==> src/rtl/seg_label_pkg.sv <==
// Shared definitions for the segmentation labeller: frame FSM states,
// segment-pipeline constants and the ceil-log2 helper used to size ports.
package seg_label_pkg;

  localparam int SEG_UNITS     = 4;
  localparam int SEG_INT_BITW  = 5;
  localparam int SEG_FRAC_BITW = 8;
  localparam int LABEL_W       = 2;

  typedef enum logic {
    WAIT_SOF = 1'b0,
    ACCUM    = 1'b1
  } frame_state_t;

  // ceil(log2(x)), never below 1 so that derived widths stay legal
  // for degenerate or unset window sizes.
  function automatic int log2c(input int x);
    int r;
    r = 0;
    for (int i = 0; i < 31; i++) begin
      if ((1 << i) < x) r = i + 1;
    end
    if (r < 1) r = 1;
    return r;
  endfunction

endpackage

==> src/rtl/seg_label_argmax2.sv <==
// Registered pairwise signed compare. The winner's score and index are
// captured on each rising edge; equal scores resolve to side a, which the
// caller always wires to the lower channel index.
// Ports: clock, rst (sync, active-high); a_score/a_idx, b_score/b_idx
// candidates; win_score/win_idx registered winner.
module argmax2
  import seg_label_pkg::*;
#(
  parameter int DATA_W = SEG_INT_BITW + SEG_FRAC_BITW
) (
  input  logic                     clock,
  input  logic                     rst,
  input  logic signed [DATA_W-1:0] a_score,
  input  logic [LABEL_W-1:0]       a_idx,
  input  logic signed [DATA_W-1:0] b_score,
  input  logic [LABEL_W-1:0]       b_idx,
  output logic signed [DATA_W-1:0] win_score,
  output logic [LABEL_W-1:0]       win_idx
);

  always_ff @(posedge clock) begin
    if (rst) begin
      win_score <= '0;
      win_idx   <= '0;
    end else if (a_score >= b_score) begin
      win_score <= a_score;
      win_idx   <= a_idx;
    end else begin
      win_score <= b_score;
      win_idx   <= b_idx;
    end
  end

endmodule

==> src/rtl/seg_label.sv <==
// Per-pixel segmentation labeller: picks the highest of four signed channel
// scores through a two-stage registered argmax tree, and accumulates a
// per-class histogram over each complete W_HEIGHT x W_WIDTH frame.
// Ports:
//   clock, rst          single clock, synchronous active-high reset
//   in_enable, in_y     pixel valid and four packed scores (channel 0 first)
//   in_vcnt, in_hcnt    pixel coordinates
//   out_enable, out_label, out_score, out_vcnt, out_hcnt
//                       winning label/score, 2 cycles after the input
//   out_hist            class counts of the last complete frame (class 0 first)
//   out_hist_valid      one-cycle pulse when out_hist is loaded
module seg_label
  import seg_label_pkg::*;
#(
  parameter  int W_HEIGHT   = -1,
  parameter  int W_WIDTH    = -1,
  parameter  int INT_BITW   = SEG_INT_BITW,
  parameter  int FRAC_BITW  = SEG_FRAC_BITW,
  localparam int V_BITW     = log2c(W_HEIGHT),
  localparam int H_BITW     = log2c(W_WIDTH),
  localparam int CNT_BITW   = log2c(W_HEIGHT * W_WIDTH + 1),
  localparam int FIXED_BITW = INT_BITW + FRAC_BITW
) (
  input  logic                             clock,
  input  logic                             rst,
  input  logic                             in_enable,
  input  logic [0:FIXED_BITW*SEG_UNITS-1]  in_y,
  input  logic [V_BITW-1:0]                in_vcnt,
  input  logic [H_BITW-1:0]                in_hcnt,
  output logic                             out_enable,
  output logic [LABEL_W-1:0]               out_label,
  output logic [FIXED_BITW-1:0]            out_score,
  output logic [V_BITW-1:0]                out_vcnt,
  output logic [H_BITW-1:0]                out_hcnt,
  output logic [0:CNT_BITW*SEG_UNITS-1]    out_hist,
  output logic                             out_hist_valid
);

  function automatic logic [CNT_BITW-1:0] sat_inc(input logic [CNT_BITW-1:0] v);
    return (&v) ? v : v + CNT_BITW'(1);
  endfunction

  // ---- stage 0: unpack channel scores ----
  logic signed [FIXED_BITW-1:0] ch_p0 [SEG_UNITS];

  for (genvar k = 0; k < SEG_UNITS; k++) begin : g_ch
    assign ch_p0[k] = in_y[k*FIXED_BITW +: FIXED_BITW];
  end

  // ---- stage 1: ch0 vs ch1, ch2 vs ch3 ----
  logic signed [FIXED_BITW-1:0] score01_p1, score23_p1;
  logic [LABEL_W-1:0]           idx01_p1, idx23_p1;
  logic                         vld_p1;
  logic [V_BITW-1:0]            vcnt_p1;
  logic [H_BITW-1:0]            hcnt_p1;

  argmax2 #(.DATA_W(FIXED_BITW)) u_am01 (
    .clock(clock), .rst(rst),
    .a_score(ch_p0[0]), .a_idx(2'd0),
    .b_score(ch_p0[1]), .b_idx(2'd1),
    .win_score(score01_p1), .win_idx(idx01_p1)
  );

  argmax2 #(.DATA_W(FIXED_BITW)) u_am23 (
    .clock(clock), .rst(rst),
    .a_score(ch_p0[2]), .a_idx(2'd2),
    .b_score(ch_p0[3]), .b_idx(2'd3),
    .win_score(score23_p1), .win_idx(idx23_p1)
  );

  always_ff @(posedge clock) begin
    if (rst) begin
      vld_p1  <= 1'b0;
      vcnt_p1 <= '0;
      hcnt_p1 <= '0;
    end else begin
      vld_p1  <= in_enable;
      vcnt_p1 <= in_vcnt;
      hcnt_p1 <= in_hcnt;
    end
  end

  // ---- stage 2: final compare, drives the pixel outputs ----
  logic signed [FIXED_BITW-1:0] score_p2;

  argmax2 #(.DATA_W(FIXED_BITW)) u_am_fin (
    .clock(clock), .rst(rst),
    .a_score(score01_p1), .a_idx(idx01_p1),
    .b_score(score23_p1), .b_idx(idx23_p1),
    .win_score(score_p2), .win_idx(out_label)
  );

  assign out_score = score_p2;

  always_ff @(posedge clock) begin
    if (rst) begin
      out_enable <= 1'b0;
      out_vcnt   <= '0;
      out_hcnt   <= '0;
    end else begin
      out_enable <= vld_p1;
      out_vcnt   <= vcnt_p1;
      out_hcnt   <= hcnt_p1;
    end
  end

  // ---- stage 3: frame histogram on the stage-2 pixel stream ----
  frame_state_t          state, state_next;
  logic [CNT_BITW-1:0]   acc      [SEG_UNITS];
  logic [CNT_BITW-1:0]   cnt_upd  [SEG_UNITS];
  logic [CNT_BITW-1:0]   acc_next [SEG_UNITS];
  logic                  hist_load;
  logic                  sof, eof;

  assign sof = out_enable && (out_vcnt == '0) && (out_hcnt == '0);
  assign eof = out_enable && (out_vcnt == V_BITW'(W_HEIGHT - 1))
                          && (out_hcnt == H_BITW'(W_WIDTH - 1));

  always_ff @(posedge clock) begin
    if (rst) state <= WAIT_SOF;
    else     state <= state_next;
  end

  // cnt_upd holds the counts including the current pixel; on the last pixel
  // of a frame it is what gets published, while the accumulators restart.
  always_comb begin
    state_next = state;
    hist_load  = 1'b0;
    for (int k = 0; k < SEG_UNITS; k++) cnt_upd[k] = acc[k];
    case (state)
      WAIT_SOF: begin
        if (sof) begin
          for (int k = 0; k < SEG_UNITS; k++) cnt_upd[k] = '0;
          cnt_upd[out_label] = CNT_BITW'(1);
          state_next         = ACCUM;
        end
      end
      ACCUM: begin
        if (sof) begin
          // A fresh (0,0) mid-frame means the source restarted the frame.
          for (int k = 0; k < SEG_UNITS; k++) cnt_upd[k] = '0;
          cnt_upd[out_label] = CNT_BITW'(1);
        end else if (out_enable) begin
          cnt_upd[out_label] = sat_inc(acc[out_label]);
          if (eof) begin
            hist_load  = 1'b1;
            state_next = WAIT_SOF;
          end
        end
      end
      default: state_next = WAIT_SOF;
    endcase
    for (int k = 0; k < SEG_UNITS; k++) acc_next[k] = hist_load ? '0 : cnt_upd[k];
  end

  always_ff @(posedge clock) begin
    if (rst) begin
      for (int k = 0; k < SEG_UNITS; k++) acc[k] <= '0;
      out_hist       <= '0;
      out_hist_valid <= 1'b0;
    end else begin
      for (int k = 0; k < SEG_UNITS; k++) acc[k] <= acc_next[k];
      if (hist_load) begin
        for (int k = 0; k < SEG_UNITS; k++) out_hist[k*CNT_BITW +: CNT_BITW] <= cnt_upd[k];
      end
      out_hist_valid <= hist_load;
    end
  end

endmodule
==> config.mk <==
export PLATFORM = sky130hd
export DESIGN_NAME = seg_label
export DESIGN_NICKNAME = d
export VERILOG_FILES = /design/src/rtl/seg_label_pkg.sv /design/src/rtl/seg_label_argmax2.sv /design/src/rtl/seg_label.sv
export SDC_FILE = /design/constraint.sdc
export NUM_CORES = 1
export LEC_CHECK = 0
export BUFFER_PORTS_ARGS = -buffer_cell sky130_fd_sc_hd__buf_4
export CORE_MARGIN = 5
export CORE_UTILIZATION = 56
export DETAILED_ROUTE_END_ITERATION = 10
export GPL_ROUTABILITY_DRIVEN = 0
export HOLD_SLACK_MARGIN = 0.05
export MAX_ROUTING_LAYER = met4
export PLACE_DENSITY = 0.85
export SYNTH_ARGS = -nofsm -noshare
export SYNTH_HDL_FRONTEND = slang
export SYNTH_SLANG_ARGS = --single-unit
==> constraint.sdc <==
create_clock -name clock -period 5.3 [get_ports clock]
set_clock_uncertainty 0.1 [all_clocks]
set_input_delay 0.265 -clock clock [delete_from_list [all_inputs] [get_ports clock]]
set_output_delay 0.265 -clock clock [all_outputs]
set_load 0.02 [all_outputs]
==> results of run 1 <==
==> worst register-to-register path, cell delays in order, from the launching register on <==
cell and delay, ps:
dfxtp_1 350, inv_1 60, ha_1 380, nand4_2 170
o21bai_1 260, nor4bb_2 110, a2bb2oi_4 510, mux2i_1 290
nor2_1 60
==> area by class of cell <==
type                    count  area, µm²
inverters                  40        150
clock buffers               6       82.6
fillers                   395       1350
repair buffers             74        556
well taps                  67       83.8
multi-input cells         207       1580
flip-flops and latches     50       1000
clock inverters             2       16.3
==> synth_stat cells <==
cell type / instances / area (µm²)
nand2b_1: 1 / 6.26
a21oi_1: 15 / 75.1
buf_6: 1 / 11.3
a21o_1: 3 / 22.5
dfxtp_1: 50 / 1000
nand3_1: 2 / 10.0
nor2b_1: 9 / 56.3
conb_1: 1 / 3.75
nand2_1: 34 / 128
buf_12: 2 / 40.0
nor3b_1: 1 / 7.51
a2bb2oi_4: 2 / 52.6
o21ai_0: 5 / 25.0
and3_1: 1 / 6.26
nor3_2: 2 / 20.0
buf_4: 5 / 37.5
mux2_2: 1 / 11.3
clkinv_1: 1 / 3.75
mux2i_1: 40 / 400
nand4_2: 1 / 12.5
nor3_1: 3 / 15.0
a41oi_1: 1 / 8.76
o21bai_1: 2 / 15.0
nor2_1: 34 / 128
inv_1: 39 / 146
o2111ai_1: 1 / 8.76
clkbuf_1: 6 / 22.5
ha_1: 39 / 488
nand4_1: 2 / 12.5
nor4bb_2: 2 / 32.5
o2111ai_2: 1 / 15.0
==> metal layers <==
| metal | track usage, % | vias up | part of all wire (%) |
|---|---|---|---|
| li1 | - | 1148 | - |
| met1 | 23.4 | 1014 | 43 |
| met2 | 34.5 | 69 | 49 |
| met3 | 2.55 | 14 | 5.5 |
| met4 | 8.45 | 0 | 2.5 |
| met5 | - | - | 0 |
==> registers in the layout (all words and copies together), names as in the netlist, 2 cells and up <==
name / flops
u_am01.win_score: 13
u_am_fin.win_idx: 2
u_am23.win_score: 13
u_am_fin.win_score: 13
u_am23.win_idx: 2
==> logic make-up (layout without fill, tap and decap cells) <==
family | Yosys count | in the layout
other cells | 1 | 5
mux | 41 | 41
simple gates | 92 | 92
flops | 50 | 50
fa+ha+maj | 39 | 39
buf+inv | 54 | 122
compound gates | 30 | 30
==> final timing paths <==
kind / startpoint / cells past startpoint / end / slack (ps)
setup / recovery: u_am23.win_score[12] / 8 / u_am_fin.win_idx[0] / 2920
hold / removal: in_vcnt / 2 / vcnt_p1 / 70
setup reg to reg: u_am23.win_score[12] / 8 / u_am_fin.win_idx[0] / 2920
hold reg to reg: vld_p1 / 1 / out_enable / 340
==> power by group through the flow <==
| stage | sequential, µW | clock, µW | combinational (µW) |
|---|---|---|---|
| floorplan | 453 | 0 | 201 |
| global route | 436 | 252 | 329 |
| detailed placement | 440 | 0 | 296 |
| finish | 431 | 231 | 295 |
| CTS | 432 | 235 | 297 |
| global placement | 440 | 0 | 286 |
==> through the flow <==
stage | instance area [µm²] | hold slack [ps] | setup WS, ps | util [%]
after floorplan | 2840 | 293 | 3310 | -
after global placement | 3370 | 320 | 2940 | 69.9
after detailed placement | 3370 | 328 | 2910 | 69.9
after CTS | 3460 | 67.0 | 2910 | 71.9
after global routing | 3460 | 79.4 | 2790 | 71.9
final | 3460 | 71.3 | 2920 | 71.9
==> metrics.yaml, run 1 <==
run_status: "complete, no violations"
final_cell_mix: "buf_4, dfxtp_1, mux2i_1, inv_1, ha_1"
layout_commonest_cell: "buf_4"
ys_ff_latch: 50
yosysUniqueCellTypes: 31
crit_family: "compound AO/OA/AOI/OAI gates"
syn_area_mm2: 0.00282
internal_power_uw: 664
final_cells: 446
cts_tree: "built"
vdd_ir_drop_max_uv: 126
cts_resized: 0
cts_setup_buffers: 0
drv_cap: 0
rsz0062_at_grt: "no"
drc_errors: 0
yosysWarnings: 0
cts_buffers: 5
path_buf_inv: 1
maxSlewViolCount: 0
seq_area_frac_synth_pct: 35.5
cts-root-buf: "clkbuf_8"
crit_chain: "inv_1 -> ha_1 -> nand4_2 -> o21bai_1 -> nor4bb_2 -> a2bb2oi_4 -> mux2i_1 -> nor2_1"
die_h_um: 81.0
power_uw: 957
netSwitchingFraction_pct: 30.6
worstMarginPinSlew_ps: 642
vias: 2245
clock_latency_ps: 300
p_leak_uw: 0.00187
worst-path-max-fanout: 15
synth_compound_area_share_pct: 7.89
core_mm2: 0.00482
wl_per_cell_um: 13.2
synth_top_family_by_area: "adder cells"
wl_mm: 5.88
crit_type: "register to register"
start_kind: "register"
nNetsFinal: 474
slowest_delay_ps: 510
synthMuxAreaShare_pct: 14.6
required_ps: 5390
layout-drive-gt1-share_pct: 24.0
yosys.area_share.adder_pct: 17.3
hold_path.class: "primary input to register"
clkSlewWorstSetupHoldPaths_ps: 90
relSlewSlack_pct: 56.9
track_usage_pct: 20.0
fp-row-count: 25
drt_iter0_drc: 90
timing.final.crit_share_pct: 45.0
start_util_pct: 58.6
area_growth_pct: 22.7
overflow: 0
cts_sinks: 50
power_per_cell_area_mw_per_mm2: 276
cp_slowest_cell: "a2bb2oi_4"
grt_max_degree: 38
first_global_vias: 2272
dieArea_mm2: 0.00656
endpoint_kind: "register"
dpl.hpwl_mm: 4.82
h-tree-depth: 2
first_pass_iters: 4
setup_viol: 0
avgViaCountPerCell: 5.03
synth-xor-area-share_pct: 0
finalHoldViolCount: 0
p_comb_share_pct: 30.8
switching_power_uw: 293
cts.hold.buffers_added: 0
portBuffers: 74
timing.setup.tns_ps: 0
grt_pass1_wl_mm: 9.87
io_pins: 80
syn_inst: 307
diodes: 0
period_minus_slack_ps: 2380
fmax_mhz: 420
sequentialPowerShare_pct: 45.1
synth-simple-area-share_pct: 15.4
antenna_found_initial: 0
clkPwrFrac_pct: 24.1
dieWidth_um: 81.0
synth.avg_cell_area_um2: 9.19
final_antenna_net_count: 0
dp_cells: 438
clk_path_buf_depth: 2
cp.arrival_ps: 2470
(Power assumes the default switching activity.)
==> run 2: changes to the inputs <==
Settings changed: ABC_AREA from default to 1, CORE_UTILIZATION 56 to 54, PLACE_DENSITY 0.85 to 0.8.
Clock period 5.3 ns to 2.2 ns, I/O delays scaled along.
==> metrics.yaml, run 2 <==
diodes: 0  # unchanged
syn_area_mm2: 0.00340  # +21%
worstMarginPinSlew_ps: 1110  # +465 ps
layout-drive-gt1-share_pct: 19.1  # -4.9 points
fp-row-count: 29  # +16%
synth-xor-area-share_pct: 0  # unchanged
core_mm2: 0.00624  # +30%
drv_cap: 0  # unchanged
hold_path.class: "primary input to register"
synthMuxAreaShare_pct: 0  # -15 points
grt_pass1_wl_mm: 14.3  # +45%
avgViaCountPerCell: 4.95  # -1.6%
clkSlewWorstSetupHoldPaths_ps: 90  # about the same
yosys_most_used_dff: "dfxtp_1"
antenna_found_initial: 0  # unchanged
seq_area_frac_synth_pct: 29.4  # -6.0 points
netlist.area_leader.share_pct: 29.4  # -6.0 points
drc_errors: 0  # unchanged
dpl.hpwl_mm: 6.27  # +30%
first_pass_iters: 6  # +2
cts_tree: "built"
relSlewSlack_pct: 25.8  # -31 points
dieArea_mm2: 0.00799  # +22%
required_ps: 2350  # -3040 ps
async_reset_ff_share_pct: 0  # unchanged
first_global_vias: 3390  # +49%
worst_hold_slack_ps: 41.5  # -29.8 ps
yosysUniqueCellTypes: 23  # -26%
start_util_pct: 54.5  # -4.1 points
yosysMostFrequentCell: "inv_1"
nNetsFinal: 750  # +58%
track_usage_pct: 23.0  # +3.0 points
grt_max_degree: 43  # +13%
syn_inst: 537  # +75%
io_pins: 80  # unchanged
area_growth_pct: 38.7
final_cell_mix: "inv_1, nand2_1, buf_4, nor2_1, dfxtp_1"
worst-path-max-fanout: 13  # -2
h-tree-depth: 2  # unchanged
wl_per_cell_um: 13.0  # -1.6%
cts_buffers: 5  # unchanged
power_per_cell_area_mw_per_mm2: 687  # +150%
layout_commonest_cell: "inv_1"
clk_path_buf_depth: 2  # unchanged
setup_viol: 0  # unchanged
cts-root-buf: "clkbuf_8"
timing.final.crit_share_pct: 98.4
reg_top3: "u_am01.win_score: 13 flops, u_am23.win_score: 13 flops, u_am_fin.win_score: 13 flops"
timing.setup.tns_ps: 0  # unchanged
seq_area_mm2: 0.00100  # unchanged
fmax_mhz: 462
cts_sinks: 50  # unchanged
yosysWarnings: 0  # unchanged
worstHoldPathCells: 5  # +3
synth-simple-area-share_pct: 34.0  # +19 points
die_h_um: 89.4  # +10%
final_antenna_net_count: 0  # unchanged
wl_mm: 9.49  # +61%
maxSlewViolCount: 0  # unchanged
ys_ff_latch: 50  # unchanged
vias: 3624  # +61%
multiInputGateArea_mm2: 0.00187  # +19%
fill_cells: 437  # +11%
yosys.area_share.adder_pct: 14.3  # -2.9 points
crit_type: "primary input to register"
reg2reg_depth: 12  # +4
drt_iter0_drc: 207  # +130%
dieWidth_um: 89.4  # +10%
endpoint_kind: "register"
overflow: 0  # unchanged
p_leak_uw: 0.00291  # +55%
finalHoldViolCount: 0  # unchanged
period_minus_slack_ps: 2170
vdd_ir_drop_max_uv: 528  # +320%
synth_edf_count: 0  # unchanged
fin_util_pct: 75.6  # +3.7 points
clock_latency_ps: 310  # about the same
yosysTopAreaCell: "dfxtp_1"
cp.arrival_ps: 2310  # -160 ps
synth.avg_cell_area_um2: 6.34  # -31%
portBuffers: 74  # unchanged
synth_top_family_by_area: "simple AND/OR/NAND/NOR gates"
run_status: "complete, no violations"
ys_top_cells_by_area: "dfxtp_1, inv_1, nand2_1, ha_1, nand4_1"
start_kind: "primary input"
synth_compound_area_share_pct: 1.88  # -6.0 points
yosys-top-cells-count: "inv_1, nand2_1, nor2_1"
-- run 2: cell count changes in the layout (fill, tap and decap cells not counted), sizes merged, moves of 10 or more --
cell,change
nor2,+25
inv,+110
nand4,+39
mux2i,-40
nand3,+10
buf,+14
dlygate4sd3,+37
nand2,+115
-- run 2: final timing paths --
check        slack (ps)                 from             endpoint
max                  30             in_y[26]  u_am23.win_score[2]
min                  40             in_y[22]  u_am01.win_score[3]
max reg2reg          80  u_am23.win_score[4]  u_am_fin.win_idx[0]
min reg2reg         320              hcnt_p1             out_hcnt
-- run 2: through the flow --
stage | total power [µW] | worst slack, ps | cell area [µm²] | instances
floorplan | 1900 | 412 | 3420 | 541
global route | 3450 | -119 | 4720 | 732
finish | 3240 | 34.9 | 4720 | 732
detailed placement | 2240 | 104 | 4000 | 677
global placement | 2190 | 258 | 4000 | 677
CTS | 3060 | 45.1 | 4510 | 722
-- run 2: what timing repair did --
item                       4_1_cts  5_1_grt
hold endpoints to repair        34        0
setup endpoints to repair        0       42
gates resized for setup          0       19
hold buffers                    37        0
setup buffers                    0        7
-- run 2: logic make-up (layout without fill, tap and decap cells) --
logic type | count (synthesis) | count (layout)
buffers and inverters | 173 | 284
AOI/OAI and AO/OA | 12 | 12
other | 1 | 5
DFF | 50 | 50
and+or+nand+nor | 262 | 265
adders and majority gates | 39 | 39
-- run 2: routing by layer --
layer / share of wire (%) / vias up / wire, µm / track usage (%)
li1: - / 1824 / - / -
met5: 0 / - / 0 / -
met1: 38 / 1631 / 3610 / 24.3
met4: 2.4 / 0 / 232 / 8.25
met2: 54 / 140 / 5130 / 43.0
met3: 5.5 / 29 / 521 / 3.23
-- run 2: area by class of cell --
cell class | instances | area share [%]
Multi-Input combinational cell | 321 | 39.5
Timing Repair Buffer | 125 | 22.2
Sequential cell | 50 | 21.2
Inverter | 151 | 12.0
Tap cell | 77 | 2.04
Clock buffer | 6 | 1.75
Clock inverter | 2 | 1.27
-- run 2: power by group --
group,total (µW),switching [µW],internal (µW)
clock network,778,293,484
logic,1370,801,567
registers,1100,54.5,1040
total,3240,1150,2090
-- run 2: worst max-delay path, stage by stage --
cell and delay, ps:
dlygate4sd3_1 560, buf_4 160, ha_4 300, nand2_1 110
nor2_2 150, nand2_1 70, nor2_1 150, nand2_1 100
nand2_1 100, nand2_2 100, buf_6 160, nand4_1 80
nand2_1 70, nor2_1 110
